<file path="src/rtl/vc_test_mem_copy_engine.sv">
// Word-granular memory copy initiator on the memreq/memresp val/rdy protocol.
// One request is outstanding at a time: read a word, write it back, repeat.
module vc_test_mem_copy_engine #(
   parameter int p_addr_sz     = 8,
   parameter int p_data_sz     = 32,
   parameter int p_count_sz    = 8,
   parameter int c_len_sz      = $clog2(p_data_sz/8),
   parameter int c_req_msg_sz  = 3+p_addr_sz+c_len_sz+p_data_sz,
   parameter int c_resp_msg_sz = 3+c_len_sz+p_data_sz
)(
   input  logic                     clk,
   input  logic                     reset,
   input  logic                     go_val,
   output logic                     go_rdy,
   input  logic [p_addr_sz-1:0]     go_src,
   input  logic [p_addr_sz-1:0]     go_dst,
   input  logic [p_count_sz-1:0]    go_count,
   output logic                     busy,
   output logic                     done,
   output logic                     err,
   output logic                     memreq_val,
   input  logic                     memreq_rdy,
   output logic [c_req_msg_sz-1:0]  memreq_msg,
   input  logic                     memresp_val,
   output logic                     memresp_rdy,
   input  logic [c_resp_msg_sz-1:0] memresp_msg
);

   localparam logic [2:0]           c_type_read  = 3'd0;
   localparam logic [2:0]           c_type_write = 3'd1;
   localparam logic [p_addr_sz-1:0] c_stride     = p_addr_sz'(p_data_sz/8);

   typedef enum logic [2:0] {IDLE, RD_REQ, RD_WAIT, WR_REQ, WR_WAIT, DONE} state_t;

   state_t                 state, state_n;
   logic [p_addr_sz-1:0]   src_q, dst_q;
   logic [p_count_sz-1:0]  rem_q;
   logic [p_data_sz-1:0]   word_q;
   logic                   err_q;

   logic [2:0]             req_type;
   logic [p_addr_sz-1:0]   req_addr;
   logic [p_data_sz-1:0]   req_data;
   logic [2:0]             resp_type;
   logic [p_data_sz-1:0]   resp_data;
   logic                   unused_resp_len;

   assign resp_type       = memresp_msg[c_resp_msg_sz-1 -: 3];
   assign resp_data       = memresp_msg[p_data_sz-1:0];
   assign unused_resp_len = ^memresp_msg[p_data_sz +: c_len_sz];

   // Length is always zero: the engine only moves full words.
   assign memreq_msg = {req_type, req_addr, {c_len_sz{1'b0}}, req_data};
   assign err        = err_q;

   always_ff @(posedge clk) begin
      if (reset) state <= IDLE;
      else       state <= state_n;
   end

   always_comb begin
      state_n     = state;
      go_rdy      = 1'b0;
      busy        = 1'b0;
      done        = 1'b0;
      memreq_val  = 1'b0;
      memresp_rdy = 1'b0;
      req_type    = c_type_read;
      req_addr    = src_q;
      req_data    = '0;
      case (state)
         IDLE: begin
            go_rdy      = 1'b1;
            memresp_rdy = 1'b1;   // stray responses are drained here
            if (go_val) state_n = (go_count == '0) ? DONE : RD_REQ;
         end
         RD_REQ: begin
            busy       = 1'b1;
            memreq_val = 1'b1;
            if (memreq_rdy) state_n = RD_WAIT;
         end
         RD_WAIT: begin
            busy        = 1'b1;
            memresp_rdy = 1'b1;
            if (memresp_val) state_n = WR_REQ;
         end
         WR_REQ: begin
            busy       = 1'b1;
            memreq_val = 1'b1;
            req_type   = c_type_write;
            req_addr   = dst_q;
            req_data   = word_q;
            if (memreq_rdy) state_n = WR_WAIT;
         end
         WR_WAIT: begin
            busy        = 1'b1;
            memresp_rdy = 1'b1;
            if (memresp_val) state_n = (rem_q == p_count_sz'(1)) ? DONE : RD_REQ;
         end
         DONE: begin
            done    = 1'b1;
            state_n = IDLE;
         end
         default: state_n = IDLE;
      endcase
   end

   always_ff @(posedge clk) begin
      if (reset) begin
         src_q  <= '0;
         dst_q  <= '0;
         rem_q  <= '0;
         word_q <= '0;
         err_q  <= 1'b0;
      end else begin
         case (state)
            IDLE: if (go_val) begin
               src_q <= go_src;
               dst_q <= go_dst;
               rem_q <= go_count;
               err_q <= 1'b0;
            end
            RD_WAIT: if (memresp_val) begin
               word_q <= resp_data;
               if (resp_type != c_type_read) err_q <= 1'b1;
            end
            WR_WAIT: if (memresp_val) begin
               if (resp_type != c_type_write) err_q <= 1'b1;
               src_q <= src_q + c_stride;
               dst_q <= dst_q + c_stride;
               rem_q <= rem_q - 1'b1;
            end
            default: ;
         endcase
      end
   end

   always_ff @(posedge clk) begin
      if (!reset) begin
         assert (!$isunknown(go_val));
         assert (!$isunknown(memreq_rdy));
         assert (!$isunknown(memresp_val));
      end
   end

endmodule

</file>
<file path="config.mk">
export PLATFORM = sky130hd
export DESIGN_NAME = vc_test_mem_copy_engine
export DESIGN_NICKNAME = d
export VERILOG_FILES = /design/src/rtl/vc_test_mem_copy_engine.sv
export SDC_FILE = /design/constraint.sdc
export NUM_CORES = 1
export LEC_CHECK = 0
export CELL_PAD_IN_SITES_DETAIL_PLACEMENT = 0
export CELL_PAD_IN_SITES_GLOBAL_PLACEMENT = 2
export CORE_ASPECT_RATIO = 2
export CORE_MARGIN = 2
export CORE_UTILIZATION = 26
export CTS_CLUSTER_SIZE = 30
export DETAILED_ROUTE_END_ITERATION = 16
export PLACE_DENSITY = 0.93
export SLEW_MARGIN = 15
export SYNTH_ARGS = -nofsm -noshare
export SYNTH_HDL_FRONTEND = slang
export SYNTH_SLANG_ARGS = --single-unit
</file>
<file path="constraint.sdc">
create_clock -name clk -period 3.78 [get_ports clk]
set_input_delay 0.756 -clock clk [delete_from_list [all_inputs] [get_ports clk]]
set_output_delay 0.756 -clock clk [all_outputs]
set_load 0.01 [all_outputs]
</file>
==> results <==
worst min-delay path: stages, from the launching register on:
cell and delay (ns):
sky130_fd_sc_hd__dfxtp_1 0.30, sky130_fd_sc_hd__nand2_1 0.05, sky130_fd_sc_hd__a21oi_1 0.05
worst min-delay path by stage:
stage / from / end / slack [ns] / cells after the start
floorplan: word_q[10] / word_q[10] / 0.43 / 2
global placement: word_q[0] / word_q[0] / 0.44 / 2
detailed placement: word_q[9] / word_q[9] / 0.44 / 2
CTS: word_q[9] / word_q[9] / 0.45 / 2
global route: word_q[11] / word_q[11] / 0.46 / 2
finish: word_q[6] / word_q[6] / 0.45 / 2
where the power goes:
group / switching (mW) / internal, mW
logic: 0.247 / 0.221
clock network: 0.289 / 0.544
registers: 0.0557 / 0.685
total: 0.592 / 1.45
registers in the layout (all words and copies together) (netlist names):
signal	count
dst_q	8
err	1
rem_q	8
src_q	8
state	3
word_q	32
per-layer routing:
| layer | up-vias | global-route usage | share of wire |
|---|---|---|---|
| li1 | 1578 | - | - |
| met1 | 1517 | 0.1608 | 0.38 |
| met2 | 95 | 0.3003 | 0.55 |
| met3 | 9 | 0.04819 | 0.062 |
| met4 | 0 | 0.06215 | 0.013 |
| met5 | - | 0 | 0 |
area by class of cell:
cell class,instances,area [µm²],share of cell area
inverters,10,37.54,0.008179
clock inverters,4,47.55,0.01036
repair buffers,118,1156,0.2519
multi-input cells,295,1709,0.3724
flip-flops and latches,60,1201,0.2617
clock buffers,12,256.5,0.05589
well taps,145,181.4,0.03953
cells in the final DEF (no fill, tap or decap), drive strengths merged, types with 10 or more instances in the layout:
cell / n
clkdlybuf4s50: 109
clkbuf: 12
nor3: 12
a21oi: 54
inv: 10
nor2: 18
nand2: 76
o21ai: 16
dfxtp: 60
and3: 32
cell families (layout without fill, tap and decap cells):
group                      after synthesis  in the layout  share of synthesized area
adders and majority gates                4              4                    0.01614
DFF                                     60             60                     0.3874
and+or+nand+nor                        172            172                     0.2801
muxes                                   16             16                    0.05448
buffers and inverters                   47            144                    0.07062
xor gates and xnor gates                 2              2                   0.005651
AOI/OAI and AO/OA                       97             97                     0.1844
other                                    1              4                   0.001209
==> results.md <==
- Leaving out filler cells and counting taps, the final layout contains roughly 640.
- The share of the cycle needed by the critical path after routing is 0.8578.
- The run finished with clean final reports.
- The mean cell area of the mapped netlist is 7.771 µm².
- In the final routed layout, each cell accounts on average for ~15 µm.
- The number of gates resized after CTS is 0.
- The smallest clock period supported by the final layout is computed as roughly 3.2 ns.
- Grouping stages by cell kind, the critical path spends the most delay in buffers and inverters.
- The count of unique library cells instantiated by Yosys is between 40 and 50.
- Max-cap violations in this run came to 0.
- Between clock sinks in the finished design, the worst skew comes to around 0.0063 ns.
- The layout has about 1200 filler cells.
- In this run the cell area measured after placement is approximately 0.0043 mm².
- The count of buffers added on input and output ports is 110.
- The number of top-level pins is 117.
- The overall routing resource usage is 0.1604.
- The total wirelength of the detailed-routed design is approximately 10 mm.
- The classification of the worst-slack hold path is register to register.
- In this run the worst path has a maximum fanout of 9.
- For the pin with the worst max-slew slack, the measured transition is approximately 0.96 ns.
- The critical path crosses 5 cells after its start point.
- Of the post-synthesis cell area, the dominant cell type holds 0.3874.
- The total setup violations reported at the end of the flow is 0.
- STA classifies the critical path startpoint as a register.
- The critical path goes through inv_2 -> nor2_2 -> and2_1 -> mux2_2 -> clkdlybuf4s50_1.
- The maximum buffer depth of the clock tree is 2.
- Entering global routing, the biggest net connects 47 pins.
- The number of H-tree levels is 3.
- The main flop type after synthesis is sky130_fd_sc_hd__dfxtp_1.
- The TritonCTS clock tree is yes.
- The tree is rooted in a sky130_fd_sc_hd__clkbuf_16.
- The initial antenna violation count was 0.
- The post-synthesis sequential element count is 60.
- For this block, the via count after detailed routing is about 3200.
- The core region is about 0.012 mm².
- Once layout is complete, the utilization of the core stands at 0.3922.
- The number of CTS-inserted buffers is 9.
- The floorplan step defined a die boundary enclosing 0.01287 mm².
- For this run, asynchronously set or reset flops after synthesis account for 0.
- The die is roughly 81 µm wide.
- By area the synthesized netlist is led by sky130_fd_sc_hd__dfxtp_1, sky130_fd_sc_hd__nand2_1, sky130_fd_sc_hd__a21oi_1.
- The number of cells on the worst reg-to-reg path is 5.
- The count of antenna-violating nets left after detailed routing is 0.
- In this run the cell area of the synthesized design comes to about 0.0031 mm².
- The critical path class is register to primary output.
- The end of the worst register-to-register path is dst_q[4].
- The number of rows created at floorplan is 56.
- The delay contributed by the slowest stage of the critical path is 0.53 ns.
- In this run, synthesis inferred 0 flip-flops with an integrated enable.
- The portion of the post-synthesis area used by sequential elements is 0.3874.
- The total clock sinks is 60.
- The total instance count after detailed placement is roughly 630.
- The hold slack is about 0.45 ns.
- The worst-case IR drop observed on VDD is around 0.25 mV.
- The final non-filler cell area is 0.004589 mm².
- The most critical setup path has its startpoint at state[0].
- Setup repair after global routing left no endpoint under its margin.
- The weighted congestion at the end of routability-driven global placement is slightly above 0.8.
- After routing, the total negative slack on setup checks comes to 0 ns.
- The final max-slew violation count is 0.
- The area growth from synthesis to layout is 48.02%.
- The floorplan die height is 158.4 µm.
- The most common cell in the netlist is sky130_fd_sc_hd__nand2_1.
- For this run, the top clock speed supported by timing is just over 300 MHz.
- The number of global-route vias before repair is ~3300.
- Prior to clock tree synthesis, the placed netlist has a worst setup slack of approximately 0.9 ns.
- The clock latency at the later pin of the worst-skew pair is 0.33 ns.
- After clock tree synthesis, the clock-pin slew on the worst setup and hold paths is 0.05 ns.
- The first routing iteration left around 120 violations.
- STA puts the critical path data arrival time at ~2.5 ns.
- The sort of element at the end of the critical path is a primary output.
- The power density over cell area is 444.8 mW/mm².
- The repair_antennas step left the layout with diodes totalling 0.
- The commonest cells after synthesis are sky130_fd_sc_hd__nand2_1, sky130_fd_sc_hd__dfxtp_1, sky130_fd_sc_hd__a21oi_1.
- The reg-to-reg critical path startpoint is state[2].
- The post-layout net count is roughly 560.
- In the synthesized netlist, the number of instances is around 400.
- The final global-route overflow total is 0.
- The destination of the critical timing path is memreq_msg[35].
- The number of design rule violations left after detail routing is 0.
- The number of hold buffers added after cts is 0.
- Of the cells placed in the final design, the portion with a size suffix greater than 1 is 0.08417.
- The total buffers and inverters traversed by the critical path is 2.
- The number of vias per cell is between 4 and 5.
- After clock tree synthesis, the setup repair step added 0 buffers.
- At the worst endpoint, the required time is roughly 3 ns.
- The relative slew slack is 0.3630.
- In this run the register-to-register setup slack is about 1.4 ns.
- The slowest stage of the critical path belongs to the cell sky130_fd_sc_hd__dfxtp_1.
- The first global-routing pass estimated about 16 mm of wire.
- Setup slack closes at around 0.54 ns.
- Before antenna repair, the detailed router went through 4 iterations.
- The number of hold-slack violations in the final timing report is 0.
- The library cell occupying the most area in the post-synthesis netlist is sky130_fd_sc_hd__dfxtp_1.
- For this design the static power due to leakage is roughly 1.7 nW.
- The count of yosys warnings during synthesis is 0.
- The half-perimeter wire length after detailed placement is 6.971 mm.
- The total power of the final layout is between 2 and 2.5 mW.
- The initial core utilization is 0.2650.
Note: power is estimated with default switching activity, not from simulation.
